[config.mk]
export PLATFORM = sky130hd
export DESIGN_NAME = alu_result_buffer_flat
export DESIGN_NICKNAME = d
export VERILOG_FILES = /design/src/rtl/alu_result_buffer_if.sv /design/src/rtl/alu_result_buffer.sv /design/src/flat_wrapper.sv
export SDC_FILE = /design/constraint.sdc
export NUM_CORES = 1
export LEC_CHECK = 0
export ABC_AREA = 1
export CORE_ASPECT_RATIO = 1.75
export CORE_MARGIN = 4
export CORE_UTILIZATION = 50
export CTS_CLUSTER_DIAMETER = 80
export CTS_CLUSTER_SIZE = 16
export DETAILED_ROUTE_END_ITERATION = 6
export HOLD_SLACK_MARGIN = 0.06
export PLACE_DENSITY_LB_ADDON = 0.2
export REMOVE_ABC_BUFFERS = 1
export SLEW_MARGIN = 20
export SYNTH_ARGS = -nofsm -noshare
export SYNTH_HDL_FRONTEND = slang
export SYNTH_SLANG_ARGS = --single-unit
[constraint.sdc]
create_clock -name clk -period 1.6 [get_ports clk]
set_clock_uncertainty 0.2 [all_clocks]
set_input_delay 0.24 -clock clk [delete_from_list [all_inputs] [get_ports clk]]
set_output_delay 0.24 -clock clk [all_outputs]
set_load 0.005 [all_outputs]
[src/rtl/alu_result_buffer_if.sv]
// alu_result_buffer_if: ALU result handshake bundle (out_parity present with ALU_RESULT_PARITY_EN)
interface alu_result_buffer_if #(parameter int N = 6);
  logic in_valid;
  logic in_ready;
  logic [N-1:0] in_result;
  logic in_carry;
  logic out_valid;
  logic out_ready;
  logic [N-1:0] out_data;
  logic out_zero;
  logic out_neg;
  logic out_carry;
`ifdef ALU_RESULT_PARITY_EN
  logic out_parity;
  modport master(output in_valid, in_result, in_carry, out_ready,
                 input in_ready, out_valid, out_data, out_zero, out_neg, out_carry, out_parity);
  modport slave(input in_valid, in_result, in_carry, out_ready,
                output in_ready, out_valid, out_data, out_zero, out_neg, out_carry, out_parity);
`else
  modport master(output in_valid, in_result, in_carry, out_ready,
                 input in_ready, out_valid, out_data, out_zero, out_neg, out_carry);
  modport slave(input in_valid, in_result, in_carry, out_ready,
                output in_ready, out_valid, out_data, out_zero, out_neg, out_carry);
`endif
endinterface

[src/rtl/alu_result_buffer.sv]
// alu_result_buffer: 2-entry registered FIFO of ALU results with flags and accept counter (ALU_RESULT_PARITY_EN adds out_parity)
module alu_result_buffer #(
  parameter int N = 6,
  parameter int CNT_W = 8
) (
  input  logic clk,
  input  logic rst_n,
  alu_result_buffer_if.slave bus,
  output logic [CNT_W-1:0] acc_cnt
);
`ifdef ALU_RESULT_PARITY_EN
  localparam int EW = N + 4;
`else
  localparam int EW = N + 3;
`endif
  typedef enum logic [1:0] {INIT, EMPTY, ONE, FULL} state_t;
  state_t state, state_n;
  logic [EW-1:0] head, tail, head_n, tail_n, cap;
  logic rdy, vld, push, pop;
  assign push = bus.in_valid & rdy;
  assign pop = vld & bus.out_ready;
`ifdef ALU_RESULT_PARITY_EN
  assign cap = {^bus.in_result, bus.in_carry, bus.in_result[N-1], bus.in_result == '0, bus.in_result};
  assign bus.out_parity = head[N+3];
`else
  assign cap = {bus.in_carry, bus.in_result[N-1], bus.in_result == '0, bus.in_result};
`endif
  assign bus.in_ready = rdy;
  assign bus.out_valid = vld;
  assign bus.out_data = head[N-1:0];
  assign bus.out_zero = head[N];
  assign bus.out_neg = head[N+1];
  assign bus.out_carry = head[N+2];
  // next occupancy and entry contents; head is left untouched when draining to EMPTY
  always_comb begin
    state_n = state;
    head_n = head;
    tail_n = tail;
    case (state)
      INIT: state_n = EMPTY;
      EMPTY: if (push) begin
        state_n = ONE;
        head_n = cap;
      end
      ONE: if (push && pop) head_n = cap;
        else if (push) begin
          state_n = FULL;
          tail_n = cap;
        end else if (pop) state_n = EMPTY;
      FULL: if (pop) begin
        state_n = ONE;
        head_n = tail;
      end
      default: state_n = INIT;
    endcase
  end
  // state, entries, registered handshake flags and saturating counter
  always_ff @(posedge clk or negedge rst_n) begin
    if (!rst_n) begin
      state <= INIT;
      head <= '0;
      tail <= '0;
      rdy <= 1'b0;
      vld <= 1'b0;
      acc_cnt <= '0;
    end else begin
      state <= state_n;
      head <= head_n;
      tail <= tail_n;
      rdy <= state_n == EMPTY || state_n == ONE;
      vld <= state_n == ONE || state_n == FULL;
      acc_cnt <= push && acc_cnt != '1 ? acc_cnt + 1'b1 : acc_cnt;
    end
  end
endmodule
[src/flat_wrapper.sv]
// flat-port wrapper written by rule: the top's interface ports become plain ports
module alu_result_buffer_flat 
#(
  parameter int N = 6,
  parameter int CNT_W = 8
)
  (clk, rst_n, acc_cnt, bus_in_valid, bus_in_result, bus_in_carry, bus_out_ready, bus_in_ready, bus_out_valid, bus_out_data, bus_out_zero, bus_out_neg, bus_out_carry);
  alu_result_buffer_if #(.N(N)) bus_i ();
  input  logic clk;
  input  logic rst_n;
  output logic [CNT_W-1:0] acc_cnt;
  input wire logic [$bits(bus_i.in_valid)-1:0] bus_in_valid;
  input wire logic [$bits(bus_i.in_result)-1:0] bus_in_result;
  input wire logic [$bits(bus_i.in_carry)-1:0] bus_in_carry;
  input wire logic [$bits(bus_i.out_ready)-1:0] bus_out_ready;
  output wire logic [$bits(bus_i.in_ready)-1:0] bus_in_ready;
  output wire logic [$bits(bus_i.out_valid)-1:0] bus_out_valid;
  output wire logic [$bits(bus_i.out_data)-1:0] bus_out_data;
  output wire logic [$bits(bus_i.out_zero)-1:0] bus_out_zero;
  output wire logic [$bits(bus_i.out_neg)-1:0] bus_out_neg;
  output wire logic [$bits(bus_i.out_carry)-1:0] bus_out_carry;
  assign bus_i.in_valid = bus_in_valid;
  assign bus_i.in_result = bus_in_result;
  assign bus_i.in_carry = bus_in_carry;
  assign bus_i.out_ready = bus_out_ready;
  assign bus_in_ready = bus_i.in_ready;
  assign bus_out_valid = bus_i.out_valid;
  assign bus_out_data = bus_i.out_data;
  assign bus_out_zero = bus_i.out_zero;
  assign bus_out_neg = bus_i.out_neg;
  assign bus_out_carry = bus_i.out_carry;
  alu_result_buffer #(.N(N), .CNT_W(CNT_W)) u_core (.clk(clk), .rst_n(rst_n), .bus(bus_i), .acc_cnt(acc_cnt));
endmodule
== Word level (Yosys, flattened, before mapping) ==
Index checks and enable logic that the tools add are counted.

* Register bits: 30
* Input bits: 11
* Output and inout bits: 19
* Word-level logic and storage cells: 39

* Add/subtract/negate cells: 1
* Equality and inequality tests: 10
* Mux-type cells: 10
* Bitwise operators: 3
* Reduce and logical (&&, ||, !) cells: 9

{| class="wikitable"
|+ Operator list
! operator !! count
|-
| $mux W9 || 3
|-
| $pmux W9 S3 || 1
|-
| $mux W2 || 5
|-
| $add A8 B1 Y8 const B || 1
|-
| $eq A2 B2 Y1 const B || 4
|-
| $ne A8 B8 Y1 const B || 1
|-
| $pmux W2 S4 || 1
|-
| $logic_not A6 Y1 || 1
|-
| $ne A2 B1 Y1 const B || 3
|-
| $eq A2 B1 Y1 const B || 2
|-
| $reduce_and A4 Y1 || 1
|-
| $reduce_and A3 Y1 || 1
|-
| $reduce_bool A3 Y1 || 1
|-
| $and A1 B1 Y1 || 2
|-
| $logic_and A1 B1 Y1 || 2
|-
| $logic_not A2 Y1 || 1
|-
| $logic_or A1 B1 Y1 || 2
|-
| $not A1 Y1 || 1
|}

== Longest topological paths before layout ==
Gate-level depths: netlist (run 1).

* Depth after elaboration: 7
* Mapped depth: 8
* Gate-level depth less buffers: 8

== Worst setup path before layout (run 1) ==
OpenSTA, ideal clock, no wires.

* Path kind: reg-to-reg
* Start point: register u_core.acc_cnt[0]
* End point: register u_core.acc_cnt[3]
* Setup time: 0.117 ns
* Arrival time: 1.154 ns
* Data required time: 1.283 ns
* Setup slack: 0.129 ns
* Stages on the path, launching flop included: 9
* Path buffers: 0
* Clock period less this slack: 1.471 ns
* Cells stage by stage: dfrtp_1 ha_1 nand3_1 inv_1 nand2_1 nand2_2 inv_1 nand2_1 nand2_1

* Cells in the longest elaborated chain, start to end: 2
* Elaborated cells between the ends (all ways): 3
* Those cells by class: add/sub (1); eq/ne (1); reduce/logical (1)

{| class="wikitable"
|+ Ends and longest elaborated chain
! what !! line !! text
|-
| start: declaration || alu_result_buffer.sv:9 || <nowiki>output logic [CNT_W-1:0] acc_cnt</nowiki>
|-
| start signal: assignment || alu_result_buffer.sv:72 || <nowiki>acc_cnt <= push && acc_cnt != '1 ? acc_cnt + 1'b1 : acc_cnt;</nowiki>
|-
| parallel branches: the longest is 2 deep, another holds $add A8 B1 Y8 || - ||
|}

Parallel ways; which one is timed is not known.
A chain may end at the register's enable or synchronous reset.

== Worst setup path after layout (run 1) ==
* Start point: register u_core.rdy, in the netlist u_core.bus.in_ready
* End point: output bus_in_ready

{| class="wikitable"
|+ RTL lines
! what !! line !! text
|-
| start: declaration || alu_result_buffer.sv:19 || <nowiki>logic rdy, vld, push, pop;</nowiki>
|-
| start signal: assignment || alu_result_buffer.sv:63 || <nowiki>rdy <= 1'b0;</nowiki>
|-
| start signal: assignment || alu_result_buffer.sv:70 || <nowiki>rdy <= state_n == EMPTY || state_n == ONE;</nowiki>
|-
| end: declaration || flat_wrapper.sv:16 || <nowiki>output wire logic [$bits(bus_i.in_ready)-1:0] bus_in_ready;</nowiki>
|}

No word-level cell between the ends.

==> results of run 1 <==
## per-stage QoR
| step | std cells | cell area [um^2] | power, uW |
|---|---|---|---|
| after CTS | 255 | 1888 | 3113 |
| final | 257 | 1943 | 3093 |
| after global routing | 257 | 1943 | 3363 |
| after detailed placement | 242 | 1777 | 2673 |
| after floorplan | 178 | 1393 | 1999 |
| after global placement | 242 | 1777 | 2607 |
## cell type report
type | instances | share of cell area
sequential | 27 | 0.3484
multi-input combinational | 139 | 0.3393
timing repair buffer | 48 | 0.2363
inverter | 12 | 0.03348
clock buffer | 3 | 0.02125
tap | 27 | 0.01739
clock inverter | 1 | 0.003863
## worst register-to-register path, delay by kind of cell, from the launching register on
kind                   cells  cell delay [ns]
flip-flops                 1             0.39
buffers and inverters      2             0.27
AND/OR/NAND/NOR            5             0.53
## Yosys cell counts, drive strengths merged
cell,number,share of area
o21ai,4,0.020
o211ai,1,0.0053
nand4,2,0.0089
ha,1,0.0089
nand2,100,0.30
nand3,14,0.053
inv,10,0.027
buf,2,0.0089
nor2,11,0.043
a21oi,2,0.0071
nor3,1,0.0036
xnor2,2,0.012
dfrtp,27,0.48
xor2,1,0.0062
clkinv,2,0.018
## state kept, by name, indices dropped and copies added (netlist names)
signal and cells:
u_core.acc_cnt 8, u_core.state 2, u_core.bus.in_ready 1, u_core.tail 8, u_core.head 8
## worst max path at each step
stage	start	to	slack (ns)	depth (start not counted)
after floorplan	u_core.acc_cnt[0]	u_core.acc_cnt[3]	0.12	8
after global placement	bus_in_valid	u_core.acc_cnt[0]	-0.03	7
after detailed placement	bus_in_valid	u_core.acc_cnt[0]	-0.09	7
after CTS	u_core.head[4]	bus_out_data[4]	0.003	1
after global routing	u_core.bus.in_ready	bus_in_ready	-0.01	1
final	u_core.bus.in_ready	bus_in_ready	0.02	1
## power breakdown
part           internal (uW)  switching (uW)
Sequential               942             159
Combinational            726             858
Clock                    177             230
Total                   1850            1250
## metal layers
| layer | part of all wire | wire length (um) | global-route usage | vias up |
|---|---|---|---|---|
| met1 | 0.38 | 1229 | 0.2009 | 615 |
| met3 | 0.052 | 171 | 0.02523 | 4 |
| met2 | 0.56 | 1836 | 0.3607 | 29 |
| met5 | 0 | 0 | 0 | - |
| li1 | - | - | - | 655 |
| met4 | 0.0080 | 26 | 0.07817 | 0 |
## what timing repair did
action | in CTS | in global routing
setup buffers | 9 | 2
pin swaps | 0 | 0
setup endpoints to repair | 16 | 20
resized for setup | 7 | 15
endpoints found under the hold margin | 0 | 0
hold buffers | 0 | 0
## cells by family after synthesis
family	Yosys count	share of synthesized area
buffers and inverters	14	0.05343
AO/OA/AOI/OAI	7	0.03206
flip-flops	27	0.4809
adder cells (fa/ha/maj)	1	0.008903
AND/OR/NAND/NOR	128	0.4060
XOR/XNOR	3	0.01870
==> summary.txt, run 1 <==
Route
  – DR DRC count: 0
  – Final ANT Viol Nets: 0
  – Vias per cell: 5.070
  – Routed WL: about 3300 um
  – Initial drt markers: 25
  – WL per Instance: between 10 and 15 um
  – DR vias: about 1.3k
  – First-pass DRT Iterations: 4

Power and ir drop
  – PwrDens: 1592 mW/mm^2
  – P_leak: 0.001191 uW
  – Peak VDD IR: 0.0008525 V

Cells and area
  – Fillers: 224
  – Multi-input gate area: 659.4 um^2
  – Layout cell share with drive strength beyond 1: 0.1739
  – Post-layout util: 0.7223
  – Register Area: between 600 and 700 um^2
  – N_diodes: 0
  – Final #Nets: roughly 240
  – Area added between synthesis and finish: 38.29%
  – Most common cell after layout, fill and taps aside: nand2_1
  – Most frequent cells in the layout: nand2_1 (93), dfrtp_1 (26), buf_4 (19)

Floorplan
  – Num rows: 25
  – Die height: between 70 and 80 um
  – Die width: 48.07 um
  – IO Pins: 30
  – Starting Density: 0.5223
  – Die ar.: 0.003755 mm^2
  – Core ar.: about 0.0027 mm^2

Synthesis
  – Syn_area_per_cell: slightly below 8 um^2
  – Ys Warns: 0
  – Yosys reg bits: 27
  – Mapped Cells: 180
  – Seq/Total Area, Yosys: 0.4809
  – Mapped Area: 0.001405 mm^2
  – Yosys cell types: 24

Placement
  – Hpwl dp: 2411 um
  – Gpl congestion: 0.8801
  – Place WS: -0.09053 ns
  – PortBufs: 29

CTS
  – TritonCTS Sinks: 27
  – Latest clock arrival within the worst-skew pair: 0.28 ns
  – # H-tree levels: 1
  – Clock Tree Buf Depth: 2
  – Clk slew on worst S/H paths: 0.10 ns
  – TritonCTS Buffers: 3
  – Root Buffer: clkbuf_8
  – TritonCTS clock tree: yes

Timing
  – Worst hold slack: roughly 0.13 ns
  – Slew @ Worst Pin: about 0.34 ns
  – Setup TNS: 0 ns
  – Min Tclk post-route: 1.578 ns
  – Final period utilization: 0.9863
  – Final WS setup: 0.02187 ns
  – Fmax achieved: 633.7 MHz
  – Final setup vio count: 0
  – Worst slew margin: 0.7743
  – Slew Limit Fails: 0
  – Final Hold Fails: 0

Global route
  – First-pass GRT wire length: 5533 um
  – Total Routing Usage GR: 0.1954
  – Grt total ovfl: 0
  – Number of global-route vias before repair: 1379
  – Largest net degree at the start of global routing: 28
  – Antenna violations before repair: 0

Critical path
  – RR Startpoint: u_core.state[1]
  – Arrival time of the worst setup path: 1.14 ns
  – Slowest stage delay, CP: 0.51 ns
  – R2R Path End: u_core.head[7]
  – Worst Reg-to-Reg Cells: 7
  – CP Max Fanout: 2
  – Worst setup EP type: primary output
  – Worst path required time: 1.16 ns
  – Worst-path cell chain: clkdlybuf4s50_1
  – Slowest-stage cell, CP: clkdlybuf4s50_1
  – Top delay family on crit path: buffers and inverters
  – R2R Setup Slk: 0.13 ns
  – CP Class: flop to primary output
  – CP startpoint kind: flop
  – CP Buf/Inv Count: 1

Job
  – Max-Cap Viols: 0

Hold path
  – Hold crit path type: input pin to asynchronous set/reset pin

Outcome
  – Status: completed
(Power assumes the default switching activity.)
==> run 2, diff against run 1 <==
--- a/config.mk
+++ b/config.mk
@@ -6,6 +6,7 @@
 export NUM_CORES = 1
 export LEC_CHECK = 0
 export ABC_AREA = 1
+export CAP_MARGIN = 20
 export CORE_ASPECT_RATIO = 1.75
 export CORE_MARGIN = 4
 export CORE_UTILIZATION = 50
@@ -19,3 +20,4 @@
 export SYNTH_ARGS = -nofsm -noshare
 export SYNTH_HDL_FRONTEND = slang
 export SYNTH_SLANG_ARGS = --single-unit
+export TNS_END_PERCENT = 5
==> summary.txt, run 2 (synthesis results as in run 1) <==
Outcome
  – Status: completed

Route
  – Vias per cell: 5.008
  – Highest metal used: met4
  – WL per Instance: 12.45 um
  – Final ANT Viol Nets: 0
  – Metal-1 WL: 1151 um
  – Met2 Routed Length: 1742 um
  – Metal3 WL: 152 um
  – DR vias: 1232
  – Routed WL: 3063 um
  – DR DRC count: 0
  – Initial drt markers: 22
  – First-pass DRT Iterations: 4

Floorplan
  – Die height: 78.13 um
  – Die ar.: 0.003755 mm^2
  – Num rows: 25
  – IO Pins: 30
  – Die width: 48.07 um
  – Starting Density: 0.5223
  – Core ar.: 0.002690 mm^2

Critical path
  – CP startpoint kind: flop
  – CP Class: flop to primary output
  – Arrival time of the worst setup path: 1.08 ns
  – Worst path required time: 1.16 ns
  – CP Max Fanout: 5
  – Worst setup EP type: primary output

Timing
  – Setup TNS: 0 ns
  – Final Hold Fails: 0
  – Min Tclk post-route: roughly 1.5 ns
  – Final setup vio count: 0
  – Worst slew margin: 0.7754
  – Slew Limit Fails: 0
  – RSZ-0062 raised after global routing: false
  – Fmax achieved: 656.2 MHz
  – Final period utilization: 0.9525
  – Worst hold slack: 0.1280 ns
  – Slew @ Worst Pin: roughly 0.34 ns

Hold path
  – Hold crit path type: input pin to asynchronous set/reset pin

Cells and area
  – Final #Nets: 232
  – Biggest regs: u_core.acc_cnt x8, u_core.head x8, u_core.tail x8
  – N_diodes: 0
  – Post-layout util: 0.6842
  – Most common cell after layout, fill and taps aside: nand2_1
  – Most frequent cells in the layout: nand2_1 (93), dfrtp_1 (26), nand3_1 (13)
  – Fillers: 239
  – Area added between synthesis and finish: 30.99%
  – Layout cell share with drive strength beyond 1: 0.1324

CTS
  – Root Buffer: clkbuf_8
  – # H-tree levels: 1
  – Clk slew on worst S/H paths: 0.10 ns
  – TritonCTS Sinks: 27
  – TritonCTS Buffers: 3
  – Postcts setup bufs: 0
  – TritonCTS clock tree: yes
  – Latest clock arrival within the worst-skew pair: 0.27 ns
  – Clock Tree Buf Depth: 2

Power and ir drop
  – P_leak: 0.001076 uW
  – Peak VDD IR: 0.0008442 V
  – PwrDens: around 1600 mW/mm^2

Job
  – Max-Cap Viols: 0

Global route
  – Largest net degree at the start of global routing: 28
  – Antenna violations before repair: 0
  – First-pass GRT wire length: 5319 um
  – Total Routing Usage GR: 0.1880
  – Grt total ovfl: 0
  – Number of global-route vias before repair: 1324

Placement
  – PortBufs: 29
  – Gpl congestion: 0.8801
  – Hpwl dp: 2411 um
[run 2: cell count changes in the layout (fill, tap and decap cells not counted)]
cell	delta
clkdlybuf4s50_1	-1
dlygate4sd2_1	+6
buf_4	-11
dlymetal6s2s_1	-5
[run 2: per-layer routing]
| metal | track usage | vias to the layer above |
|---|---|---|
| met5 | 0 | - |
| met4 | 0.07817 | 0 |
| met3 | 0.02523 | 2 |
| met2 | 0.3422 | 23 |
| met1 | 0.1965 | 574 |
| li1 | - | 633 |
[run 2: report_power, final]
group	leakage, uW	internal [uW]	switching [uW]
Combinational	0.000714	626	791
Clock	0.0000217	177	222
Sequential	0.000341	942	199
[run 2: worst max-delay path, stage by stage, from the launching register on]
cell and delay (ns):
dfrtp_1 0.40, buf_4 0.15, dlygate4sd2_1 0.26
[run 2: final timing paths]
check / from / to / slack, ns / cells past startpoint
max: u_core.acc_cnt[0] / acc_cnt[0] / 0.08 / 2
min: rst_n / u_core.head[0] / 0.13 / 2
max reg2reg: u_core.state[0] / u_core.head[7] / 0.13 / 6
min reg2reg: u_core.head[2] / u_core.head[2] / 0.28 / 2
max in group asynchronous: rst_n / u_core.acc_cnt[5] / 0.80 / 2
min in group clk: u_core.head[2] / u_core.head[2] / 0.28 / 2
[run 2: layout make-up]
type / instances / area (um^2) / area share
flip-flops and latches: 27 / 676.9 / 0.3678
multi-input cells: 139 / 659.4 / 0.3583
repair buffers: 37 / 356.6 / 0.1937
inverters: 12 / 65.06 / 0.03535
clock buffers: 3 / 41.29 / 0.02243
well taps: 27 / 33.78 / 0.01835
clock inverters: 1 / 7.507 / 0.004079
[run 2: repair_timing]
action,CTS,global route
endpoints found under the setup margin,16,14
hold endpoints to repair,0,0
gates resized for setup,13,10
hold buffers,0,0
[run 2: stage by stage]
step | instance area [um^2] | setup WS, ns | cells | power [uW]
floorplan | 1393 | 0.1245 | 178 | 1999
global placement | 1777 | -0.03321 | 242 | 2607
detailed placement | 1777 | -0.09053 | 242 | 2673
CTS | 1813 | 0.003266 | 246 | 3010
global route | 1841 | 0.01123 | 246 | 3229
finish | 1841 | 0.07603 | 246 | 2957
